===== config.mk =====
export PLATFORM = sky130hd
export DESIGN_NAME = counter_mod_n
export DESIGN_NICKNAME = d
export VERILOG_FILES = /design/src/rtl/counter_mod_n.sv
export SDC_FILE = /design/constraint.sdc
export NUM_CORES = 1
export LEC_CHECK = 0
export CAP_MARGIN = 20
export CELL_PAD_IN_SITES_DETAIL_PLACEMENT = 0
export CELL_PAD_IN_SITES_GLOBAL_PLACEMENT = 1
export CORE_UTILIZATION = 41
export CTS_BUF_LIST = sky130_fd_sc_hd__clkbuf_2 sky130_fd_sc_hd__clkbuf_4 sky130_fd_sc_hd__clkbuf_8
export CTS_CLUSTER_DIAMETER = 200
export DETAILED_ROUTE_END_ITERATION = 16
export DONT_BUFFER_PORTS = 1
export GPL_TIMING_DRIVEN = 0
export PLACE_DENSITY_LB_ADDON = 0.25
export SLEW_MARGIN = 15
export SYNTH_ARGS = -nofsm -noshare
export SYNTH_HDL_FRONTEND = slang
export SYNTH_SLANG_ARGS = --single-unit

===== constraint.sdc =====
create_clock -name clk -period 1.7 [get_ports clk]
set_clock_uncertainty 0.2 [all_clocks]
set_input_delay 0.34 -clock clk [delete_from_list [all_inputs] [get_ports clk]]
set_output_delay 0.34 -clock clk [all_outputs]
set_load 0.005 [all_outputs]

===== src/rtl/counter_mod_n.sv =====
// Modulo-N up/down counter with synchronous clear, clamped parallel load, wrap or
// saturate behaviour at the range ends, and a zero-latency terminal count for cascading.
module counter_mod_n #(
    parameter int WIDTH    = 4,
    parameter int MODULUS  = 10,
    parameter bit SATURATE = 1'b0
) (
    input  logic             clk,
    input  logic             rst,
    input  logic             en,
    input  logic             up_dn,
    input  logic             clr,
    input  logic             load,
    input  logic [WIDTH-1:0] load_val,
    output logic [WIDTH-1:0] cnt,
    output logic             vld,
    output logic             tc,
    output logic             ovf,
    output logic             ld_err
);

    localparam logic [WIDTH-1:0] MAX_CNT = WIDTH'(MODULUS - 1);
    // One extra bit so MODULUS == 2**WIDTH is representable for the range check.
    localparam logic [WIDTH:0]   MOD_EXT = (WIDTH+1)'(MODULUS);

    logic             at_term;
    logic             clamp;
    logic [WIDTH-1:0] cnt_nxt;
    logic             vld_nxt;
    logic             ovf_nxt;
    logic             ld_err_nxt;

    function automatic logic [WIDTH-1:0] step_cnt(input logic [WIDTH-1:0] c,
                                                  input logic             up,
                                                  input logic             term);
        if (term)
            return SATURATE ? c : (up ? '0 : MAX_CNT);
        return up ? c + 1'b1 : c - 1'b1;
    endfunction

    function automatic logic [WIDTH-1:0] clamp_load(input logic [WIDTH-1:0] v,
                                                    input logic             over);
        return over ? MAX_CNT : v;
    endfunction

    always_comb begin
        at_term = up_dn ? (cnt == MAX_CNT) : (cnt == '0);
        clamp   = {1'b0, load_val} >= MOD_EXT;
        tc      = rst & en & ~clr & ~load & at_term;
    end

    // Priority: clr, then load, then en; at most one action per edge.
    always_comb begin
        cnt_nxt    = cnt;
        vld_nxt    = 1'b0;
        ovf_nxt    = ovf;
        ld_err_nxt = 1'b0;
        if (clr) begin
            cnt_nxt = '0;
            ovf_nxt = 1'b0;
        end else if (load) begin
            cnt_nxt    = clamp_load(load_val, clamp);
            vld_nxt    = 1'b1;
            ld_err_nxt = clamp;
        end else if (en) begin
            cnt_nxt = step_cnt(cnt, up_dn, at_term);
            vld_nxt = 1'b1;
            if (at_term)
                ovf_nxt = 1'b1;
        end
    end

    always_ff @(posedge clk or negedge rst) begin
        if (!rst) begin
            cnt    <= '0;
            vld    <= 1'b0;
            ovf    <= 1'b0;
            ld_err <= 1'b0;
        end else begin
            cnt    <= cnt_nxt;
            vld    <= vld_nxt;
            ovf    <= ovf_nxt;
            ld_err <= ld_err_nxt;
        end
    end

endmodule


==> results.md, run 1 <==
* Status: finished, violations left
* Number of global-route vias before repair at 455
* Gate Count Post-Synth at 61
* Max-slew headroom at 72.6%
* Fraction of layout cells with a size suffix above 1 at 35.7%
* Post-route ant nets at 0
* Failing checks: negative setup slack
* Worst setup EP type: output port
* Worst slew pin tran at 0.411 ns
* Die W at 38.1 um
* Std-Cell Rows at 12
* Clock-pin slew on the worst setup and hold paths at 0.05 ns
* RSZ-0062 raised after global routing: true
* Peak Freq at 538 MHz
* CTS tree: done
* Root buffer cell: clkbuf_4
* Die area at 1450 um^2
* I/O Buffers at 0
* I/O pins at 18
* FF-to-FF End: cnt[3]$_DFFE_PN0P_
* Max Cap Violations at 0
* CTS max path bufs at 2
* Synthesis-to-finish area growth at 27.0%
* Layout fillers at 112
* Buf/Inv on CP at 1
* Clock latency on the worst-skew pair at 0.25 ns
* Sequential area share after synthesis at 32.9%
* Initial Util at 46.1%
* Final wirelength at 1170 um
* Worst r2r path cells at 7
* Yosys cell types at 30
* Endpoints failing setup at 4
* Worst R2R Start: cnt[2]$_DFFE_PN0P_
* Minimum clock period at 1.86 ns
* Final core occ at 58.5%
* Cell area after layout at 677 um^2
* Area contributors post-synth: dfrtp_1 33%, nor2_1 6.3%, a21oi_2 4.9%
* Clk sinks at 7
* Clk pwr share at 34.3%
* Final worst slack at -0.157 ns
* Crit path kind: reg2out
* Final Max Tran Viols at 0
* Sequential cell area at 179 um^2
* Sw power at 147 uW
* Hpwl dp at 835 um
* Worst-path fanout max at 9
* Fraction of registers with async set or reset after synthesis at 100%
* DR WL/cell at 14.0 um
* Power per cell area at 738 nW/um^2
* Grt ovf at 0
* CP Cell Sequence: buf_6 > and3_4 > o21ai_4 > nor2_2 > and3b_1
* Ys Warns at 0
* Startpoint types: flip-flop
* Final Hold Vio Count at 0
* Main synth FF type: dfrtp_1
* Reg2reg setup slack at -0.08 ns
* Count of state elements after synthesis at 7
* Area share of the largest cell type after synthesis at 32.9%
* Largest net degree at the start of global routing at 11
* Post-Syn Area at 533 um^2
* Layout Nets at 84
* Num CTS Buffers at 3
* Yosys top cell by area: dfrtp_1
* Sw Share at 29.5%
* Hold Crit Endpoint: cnt[0]$_DFFE_PN0P_
* Setup_tns at -0.278 ns
* Crit-path slowest cell: dfrtp_1
* Vias/cell at 5.42
* Int Power at 352 uW
* Mapped Nets at 74
* Tot Pwr at 499 uW
* Global placement routability congestion at 0.713
* Via count at 455
* First-pass GRT wire length at 1890 um
* Worst hold path startpoint: load_val[0]
* Hold crit path type: in2reg
* Placed inst area at 564 um^2
* Kind of cell adding the most delay to the critical path: flip-flops
* Critical Path RT at 1.16 ns
* Post-route DRC at 0
* Data arrival, critical path at 1.32 ns
* Maximum vdd drop at 386 uV
* GRT Util Overall at 19.0%
* Drt pass-1 iters at 2
* CP peak stage delay at 0.40 ns
* Period utilisation layout at 109%
* Chip height at 38.1 um
* H-tree Lvls at 1
* Leakage at 0.000282 uW
* Iter 0 DRT Violations at 7
* Reg power frac at 39.4%
* Syn avg cell area at 8.74 um^2
* EDFF count, synth at 0
* Core ar. at 1160 um^2
* Worst hold stages at 2
* N_diodes at 0
* Multi-input logic area at 372 um^2
* Initial antenna violation count at 0
* Comb pwr share at 26.3%
[metrics by stage]
stage / setup slack (ns) / std cells / hold slack [ns]
floorplan: 0.0344 / 61 / -0.156
global placement: -0.123 / 75 / -0.155
detailed placement: -0.137 / 75 / -0.155
CTS: -0.179 / 83 / 0.0228
global route: -0.247 / 84 / 0.0296
finish: -0.157 / 84 / 0.0257
[flip-flops by register name (all words and copies together), names as in the netlist]
register / flops
ld_err: 1
cnt: 4
vld: 1
ovf: 1
[worst max-delay path by stage]
stage | start | endpoint | slack [ns] | cells past startpoint
after detailed placement | cnt[2]$_DFFE_PN0P_ | cnt[3]$_DFFE_PN0P_ | -0.14 | 6
after global routing | cnt[3]$_DFFE_PN0P_ | tc | -0.25 | 5
after floorplan | up_dn | cnt[3]$_DFFE_PN0P_ | 0.03 | 7
final | cnt[3]$_DFFE_PN0P_ | tc | -0.16 | 5
after global placement | cnt[2]$_DFFE_PN0P_ | cnt[3]$_DFFE_PN0P_ | -0.12 | 6
after CTS | cnt[0]$_DFFE_PN0P_ | tc | -0.18 | 4
[final cells by class]
type,count,area share (%)
timing repair buffer,5,5.91
multi-input combinational,46,54.9
buffer,4,3.51
tap,14,2.59
clock buffer,4,4.44
sequential,7,26.4
inverter,4,2.22
[per-layer routing]
| layer | GRT usage, % | part of all wire, % |
|---|---|---|
| met4 | 5.36 | 0 |
| met2 | 30.1 | 45 |
| met5 | 0 | 0 |
| met1 | 22.8 | 47 |
| met3 | 8.72 | 7.3 |
[power by group through the flow]
stage,sequential [uW],combinational [uW],clock (uW)
final,197,131,171
after global routing,199,144,187
after CTS,196,128,173
after detailed placement,197,99.4,0
after global placement,197,97.2,0
after floorplan,192,85.5,0
[cell usage after synthesis, types with 2 or more instances]
cell type and instances:
nor3_1 2, dfrtp_1 7, nand3b_1 3, nand2_1 2, a21oi_2 3, nand2b_1 4
nor2_1 9, ha_1 2, clkbuf_1 2, nand3_1 2, inv_1 4, a21o_1 2
a21oi_1 2
[placed cells by master (no fill, tap or decap), types with 2 or more instances in the layout]
cell type,instances
buf_4,4
inv_1,3
nand3_1,2
nand2_1,2
nand2b_1,4
a21oi_1,2
a21o_1,2
nor2_2,2
nor2_1,7
clkbuf_1,2
dfrtp_1,4
nand3b_1,3
dfrtp_2,3
clkbuf_4,4
a21oi_2,2
[worst reg2reg max path, cell delays in order, from the launching register on]
cell,delay (ns)
dfrtp_2,0.46
ha_4,0.27
buf_4,0.14
nand3_1,0.07
nand2_1,0.06
a21boi_1,0.13
nor4_2,0.25
nor3_1,0.07
[cells by family (layout without fill, tap and decap cells)]
| kind of cell | after synthesis | after routing | share of synthesized area, % |
|---|---|---|---|
| xor+xnor | 2 | 2 | 3.29 |
| buf+inv | 8 | 17 | 7.28 |
| fa+ha+maj | 3 | 3 | 8.45 |
| compound gates | 13 | 13 | 18.5 |
| flops | 7 | 7 | 32.9 |
| simple gates | 28 | 28 | 29.6 |
[what timing repair did]
item,CTS,global route
pin swaps,8,5
gates resized for setup,9,2
endpoints found under the hold margin,7,0
gates cloned,0,0
setup buffers,3,1
setup endpoints to repair,4,4
hold buffers,1,0
Power figures use the tool's default switching activity.
==> inputs of run 2 (changes only) <==
Clock period 1.7 ns to 1.5 ns, I/O delays scaled along.
==> results.md, run 2 (synthesized netlist as in run 1, its figures left out) <==
* Tot Pwr at 588 uW (+18%)
* Most common cell after layout, fill and taps aside: buf_4
* Clock latency on the worst-skew pair at 0.26 ns (about the same)
* Num CTS Buffers at 3 (unchanged)
* GRT Util Overall at 22.2% (+3.2 points)
* Die area at 1450 um^2 (unchanged)
* Via count at 488 (+7.3%)
* H-tree Lvls at 1 (unchanged)
* Drt pass-1 iters at 3 (+1)
* Chip height at 38.1 um (unchanged)
* Maximum vdd drop at 514 uV (+33%)
* CTS tree: done
* Most flop-heavy register: cnt
* Reg2reg setup slack at -0.28 ns (-0.20 ns)
* Iter 0 DRT Violations at 5 (-2)
* CP Cell Sequence: nor3_4 > o21ai_4 > nor2_2 > and3b_1
* Post-route DRC at 0 (unchanged)
* Critical Path RT at 1.00 ns (-0.16 ns)
* Grt ovf at 0 (unchanged)
* Final Max Tran Viols at 0 (unchanged)
* Std-Cell Rows at 12 (unchanged)
* Worst setup EP type: output port
* Global placement routability congestion at 0.720 (+1.1%)
* Data arrival, critical path at 1.32 ns (about the same)
* Vias/cell at 5.48 (+1.2%)
* DR WL/cell at 15.0 um (+7.7%)
* I/O Buffers at 0 (unchanged)
* RSZ-0062 raised after global routing: true
* Fraction of layout cells with a size suffix above 1 at 38.7% (+3.0 points)
* Endpoints failing setup at 4 (unchanged)
* CTS max path bufs at 2 (unchanged)
* Largest net degree at the start of global routing at 11 (unchanged)
* Kind of cell adding the most delay to the critical path: simple AND/OR/NAND/NOR gates
* Crit-path slowest cell: dfrtp_2
* Power per cell area at 820 nW/um^2 (+11%)
* Final Hold Vio Count at 0 (unchanged)
* Worst r2r path cells at 7 (unchanged)
* Max Cap Violations at 0 (unchanged)
* Max FFs per register at 4 (unchanged)
* Worst-path fanout max at 7 (-2)
* Most frequent cells in the layout: 8 x buf_4, 7 x nor2_1, 4 x nand2b_1, 4 x clkbuf_4, 4 x dfrtp_1
* Buf/Inv on CP at 0 (-1)
* Status: finished, violations left
* Final wirelength at 1340 um (+14%)
* Number of global-route vias before repair at 464 (+2.0%)
* I/O pins at 18 (unchanged)
* Initial antenna violation count at 0 (unchanged)
* Layout Nets at 89 (+6.0%)
* Core ar. at 1160 um^2 (unchanged)
* Clk sinks at 7 (unchanged)
* Crit path kind: reg2out
* Final worst slack at -0.315 ns (-0.158 ns)
* Root buffer cell: clkbuf_4
* CP endpoint: tc
* CP peak stage delay at 0.48 ns (+0.08 ns)
* Period utilisation layout at 121%
* Hold crit path type: in2reg
* Synthesis-to-finish area growth at 34.5%
* Startpoint types: flip-flop
* First-pass GRT wire length at 2100 um (+11%)
* Clock-pin slew on the worst setup and hold paths at 0.06 ns (about the same)
* N_diodes at 0 (unchanged)
* Final core occ at 62.0% (+3.5 points)
* Hpwl dp at 848 um (+1.7%)
* FF-to-FF End: cnt[3]$_DFFE_PN0P_
* Post-route ant nets at 0 (unchanged)
* Worst R2R Start: cnt[2]$_DFFE_PN0P_
* Peak Freq at 551 MHz
* Max-slew headroom at 71.2% (-1.4 points)
* Failing checks: negative setup slack
* Leakage at 0.000306 uW (+8.7%)
* Die W at 38.1 um (unchanged)
* Critical path depth at 4 (-1)
* Worst slew pin tran at 0.432 ns (+0.0213 ns)
* Initial Util at 46.1% (unchanged)
* Crit path launch: cnt[0]$_DFFE_PN0P_
* Minimum clock period at 1.82 ns
run 2: changes by cell type in the layout (fill, tap and decap cells not counted):
cell / previous run / this run
dlygate4sd3_1: 1 / 2
buf_4: 4 / 8
run 2: routing by layer:
| metal | vias to the layer above | track usage (%) | wire (um) |
|---|---|---|---|
| met5 | - | 0 | 0 |
| li1 | 239 | - | - |
| met3 | 4 | 9.88 | 96 |
| met2 | 14 | 34.7 | 671 |
| met4 | 0 | 10.7 | 18 |
| met1 | 231 | 25.4 | 550 |
run 2: layout make-up:
class	count	area [um^2]
fillers	111	439
plain buffers	4	23.8
repair buffers	10	80.1
well taps	14	17.5
flip-flops and latches	7	179
clock buffers	4	30.0
multi-input cells	46	372
inverters	4	15.0
run 2: timing repair:
| action | 4_1_cts | 5_1_grt |
|---|---|---|
| setup endpoints to repair | 4 | 5 |
| cloned | 0 | 0 |
| resized for setup | 7 | 0 |
| buffers inserted | 6 | 2 |
| pin swaps | 8 | 7 |
| endpoints found under the hold margin | 8 | 0 |
| hold buffers | 2 | 0 |
run 2: stage by stage:
| step | hold WS (ns) | setup WS, ns | TNS [ns] | cell area, um^2 | instances |
|---|---|---|---|---|---|
| after floorplan | -0.196 | -0.159 | -0.388 | 561 | 61 |
| after global placement | -0.195 | -0.326 | -0.776 | 578 | 75 |
| after detailed placement | -0.195 | -0.331 | -0.838 | 578 | 75 |
| after CTS | 0.00505 | -0.361 | -1.07 | 702 | 87 |
| after global routing | 0.0165 | -0.370 | -1.27 | 717 | 89 |
| final | 0.00992 | -0.315 | -0.994 | 717 | 89 |
run 2: report_power, final:
group	switching, uW	leakage, uW	total, uW	internal (uW)
Combinational	77.5	0.000200	167	89.7
Clock	77.9	0.0000184	198	120
Sequential	20.6	0.0000880	223	202
Total	176	0.000306	588	412
run 2: worst min-delay path by stage:
stage                 from                 end  slack (ns)  depth (start not counted)
5_1_grt        load_val[1]  cnt[1]$_DFFE_PN0P_        0.02                          2
3_3_place_gp           rst     ovf$_DFFE_PN0P_       -0.20                          0
3_5_place_dp           rst     ovf$_DFFE_PN0P_       -0.20                          0
2_1_floorplan          rst  cnt[0]$_DFFE_PN0P_       -0.20                          0
6_report       load_val[1]  cnt[1]$_DFFE_PN0P_        0.01                          2
4_1_cts        load_val[1]  cnt[1]$_DFFE_PN0P_       0.005                          2
==> inputs of run 3 (changes only) <==
Settings changed: ABC_AREA from default to 1, CORE_AREA from default to 2 2 39 41, CORE_UTILIZATION 41 to default, DIE_AREA from default to 0 0 41 43, HOLD_SLACK_MARGIN from default to 0.1.
==> results.md, run 3 <==
* Drt pass-1 iters at 2 (-1)
* Worst-path fanout max at 5 (-2)
* RSZ-0062 raised after global routing: true
* Period utilisation layout at 118% (-2.9 points)
* EDFF count, synth at 0 (unchanged)
* Die area at 1760 um^2 (+22%)
* Most flop-heavy register: cnt
* Count of state elements after synthesis at 7 (unchanged)
* Power per cell area at 854 nW/um^2 (+4.1%)
* Chip height at 43 um (+13%)
* Sequential area share after synthesis at 35.8% (+2.9 points)
* Post-Syn Area at 489 um^2 (-8.2%)
* Grt ovf at 0 (unchanged)
* Max-slew headroom at 75.1% (+3.9 points)
* Num CTS Buffers at 3 (unchanged)
* I/O pins at 18 (unchanged)
* Failing checks: negative setup slack
* Area share of the largest cell type after synthesis at 35.8% (+2.9 points)
* Fraction of layout cells with a size suffix above 1 at 26.5% (-12 points)
* Mapped Nets at 81 (+9.5%)
* Post-route DRC at 0 (unchanged)
* Core ar. at 1380 um^2 (+20%)
* Clk sinks at 7 (unchanged)
* Number of global-route vias before repair at 448 (-3.4%)
* CTS tree: done
* Vias/cell at 4.81 (-12%)
* Startpoint types: flip-flop
* DR WL/cell at 12.4 um (-18%)
* Hpwl dp at 839 um (-1.0%)
* Final Max Tran Viols at 0 (unchanged)
* Fraction of registers with async set or reset after synthesis at 100% (unchanged)
* Gate Count Post-Synth at 68 (+11%)
* Maximum vdd drop at 412 uV (-20%)
* Data arrival, critical path at 1.27 ns (-0.05 ns)
* Die W at 41 um (+7.7%)
* Worst R2R Start: cnt[2]$_DFFE_PN0P_
* Most common cell after layout, fill and taps aside: nand2_1
* Area contributors post-synth: dfrtp_1 36%, nand2_1 17%, inv_1 6.9%
* Crit path launch: cnt[3]$_DFFE_PN0P_
* Std-Cell Rows at 14 (+2)
* Peak Freq at 564 MHz (+2.5%)
* First-pass GRT wire length at 1960 um (-6.6%)
* Crit path kind: reg2out
* Cell area after layout at 668 um^2 (-6.8%)
* Final wirelength at 1220 um (-8.5%)
* Setup Slack @ Placement at -0.152 ns (+0.178 ns)
* Main synth FF type: dfrtp_1
* GRT Util Overall at 16.5% (-5.7 points)
* Yosys cell types at 18 (-40%)
* Most frequent cells after synthesis: 22 x nand2_1, 9 x inv_1, 7 x dfrtp_1
* Root buffer cell: clkbuf_4
* Endpoints failing setup at 4 (unchanged)
* Synthesis-to-finish area growth at 36.6%
* Max FFs per register at 4 (unchanged)
* Hold crit path type: in2reg
* Final worst slack at -0.272 ns (+0.0436 ns)
* Via count at 476 (-2.5%)
* Syn avg cell area at 7.19 um^2 (-18%)
* Worst slew pin tran at 0.372 ns (-0.0595 ns)
* Placed inst area at 514 um^2 (-11%)
* Final Hold Vio Count at 0 (unchanged)
* Clock latency on the worst-skew pair at 0.25 ns (about the same)
* Status: finished, violations left
* Critical Path RT at 1.00 ns (about the same)
* Most common cell in the netlist: nand2_1
* Minimum clock period at 1.77 ns (-0.0436 ns)
* H-tree Lvls at 1 (unchanged)
* Max Cap Violations at 0 (unchanged)
* Most frequent cells in the layout: 21 x nand2_1, 8 x dlygate4sd3_1, 7 x inv_2
* CTS max path bufs at 2 (unchanged)
* Worst hold path startpoint: load_val[3]
* Iter 0 DRT Violations at 8 (+3)
* Layout Nets at 97 (+9.0%)
* Worst setup EP type: output port
* Yosys top cell by area: dfrtp_1
* Clock-pin slew on the worst setup and hold paths at 0.06 ns (about the same)
* N_diodes at 0 (unchanged)
* Ys Warns at 0 (unchanged)
* Global placement routability congestion at 0.709 (-1.6%)
* I/O Buffers at 0 (unchanged)
* Initial Util at 35.4% (-11 points)
* Largest net degree at the start of global routing at 8 (-3)
* Leakage at 0.000332 uW (+8.2%)
* Post-route ant nets at 0 (unchanged)
* Initial antenna violation count at 0 (unchanged)
run 3: kinds of logic (layout without fill, tap and decap cells):
family | count (synthesis) | after routing | share of synthesized area [%]
xor+xnor | 2 | 2 | 3.58
flops | 7 | 7 | 35.8
compound gates | 10 | 10 | 12.5
fa+ha+maj | 3 | 3 | 9.21
buf+inv | 11 | 26 | 8.44
simple gates | 35 | 35 | 30.4
run 3: final timing paths:
check                                     end  slack (ns)  depth (start not counted)
min reg2reg                   ovf$_DFFE_PN0P_        0.33                          2
max in group asynchronous  cnt[1]$_DFFE_PN0P_        0.61                          1
max                                        tc       -0.27                          5
max reg2reg                cnt[3]$_DFFE_PN0P_       -0.14                          8
min                        cnt[3]$_DFFE_PN0P_        0.11                          4
min in group asynchronous  cnt[2]$_DFFE_PN0P_        0.19                          1
run 3: layout make-up:
class	instances	area [um^2]
clock buffers	4	30.0
fillers	156	716
inverters	11	41.3
multi-input cells	50	290
flip-flops and latches	7	179
well taps	16	20.0
repair buffers	11	108
run 3: report_power, final:
part           switching, uW  internal, uW
clock network           74.7           120
registers               20.5           205
logic                   78.8          71.1
total                    174           396
run 3: worst max-delay path, stage by stage (launching register included):
cell     delay (ns)
dfrtp_2        0.44
nor2_2         0.11
nand4_1        0.14
nand2_2        0.12
inv_2          0.04
nor3b_2        0.17
run 3: stage by stage:
step                power [uW]  instances  hold slack (ns)  TNS [ns]  util (%)
floorplan                  311         68           -0.196   -0.0590         -
global placement           335         84           -0.195    -0.405      37.2
detailed placement         334         84           -0.195    -0.390      37.2
CTS                        564         97            0.102    -0.617      46.5
global route               614         99            0.130    -0.724      48.3
finish                     570         99            0.113    -0.422      48.3
run 3: timing repair:
item | CTS | global route
hold buffers | 9 | 0
buffers inserted | 0 | 2
resized for setup | 8 | 6
pin swaps | 4 | 6
setup endpoints to repair | 4 | 5
endpoints found under the hold margin | 14 | 0
run 3: per-layer routing:
metal / GRT usage, % / vias up / routed length (um)
li1: - / 246 / -
met2: 23.1 / 9 / 597
met4: 10.0 / 0 / 14
met3: 2.09 / 2 / 36
met1: 23.0 / 219 / 576
met5: 0 / - / 0
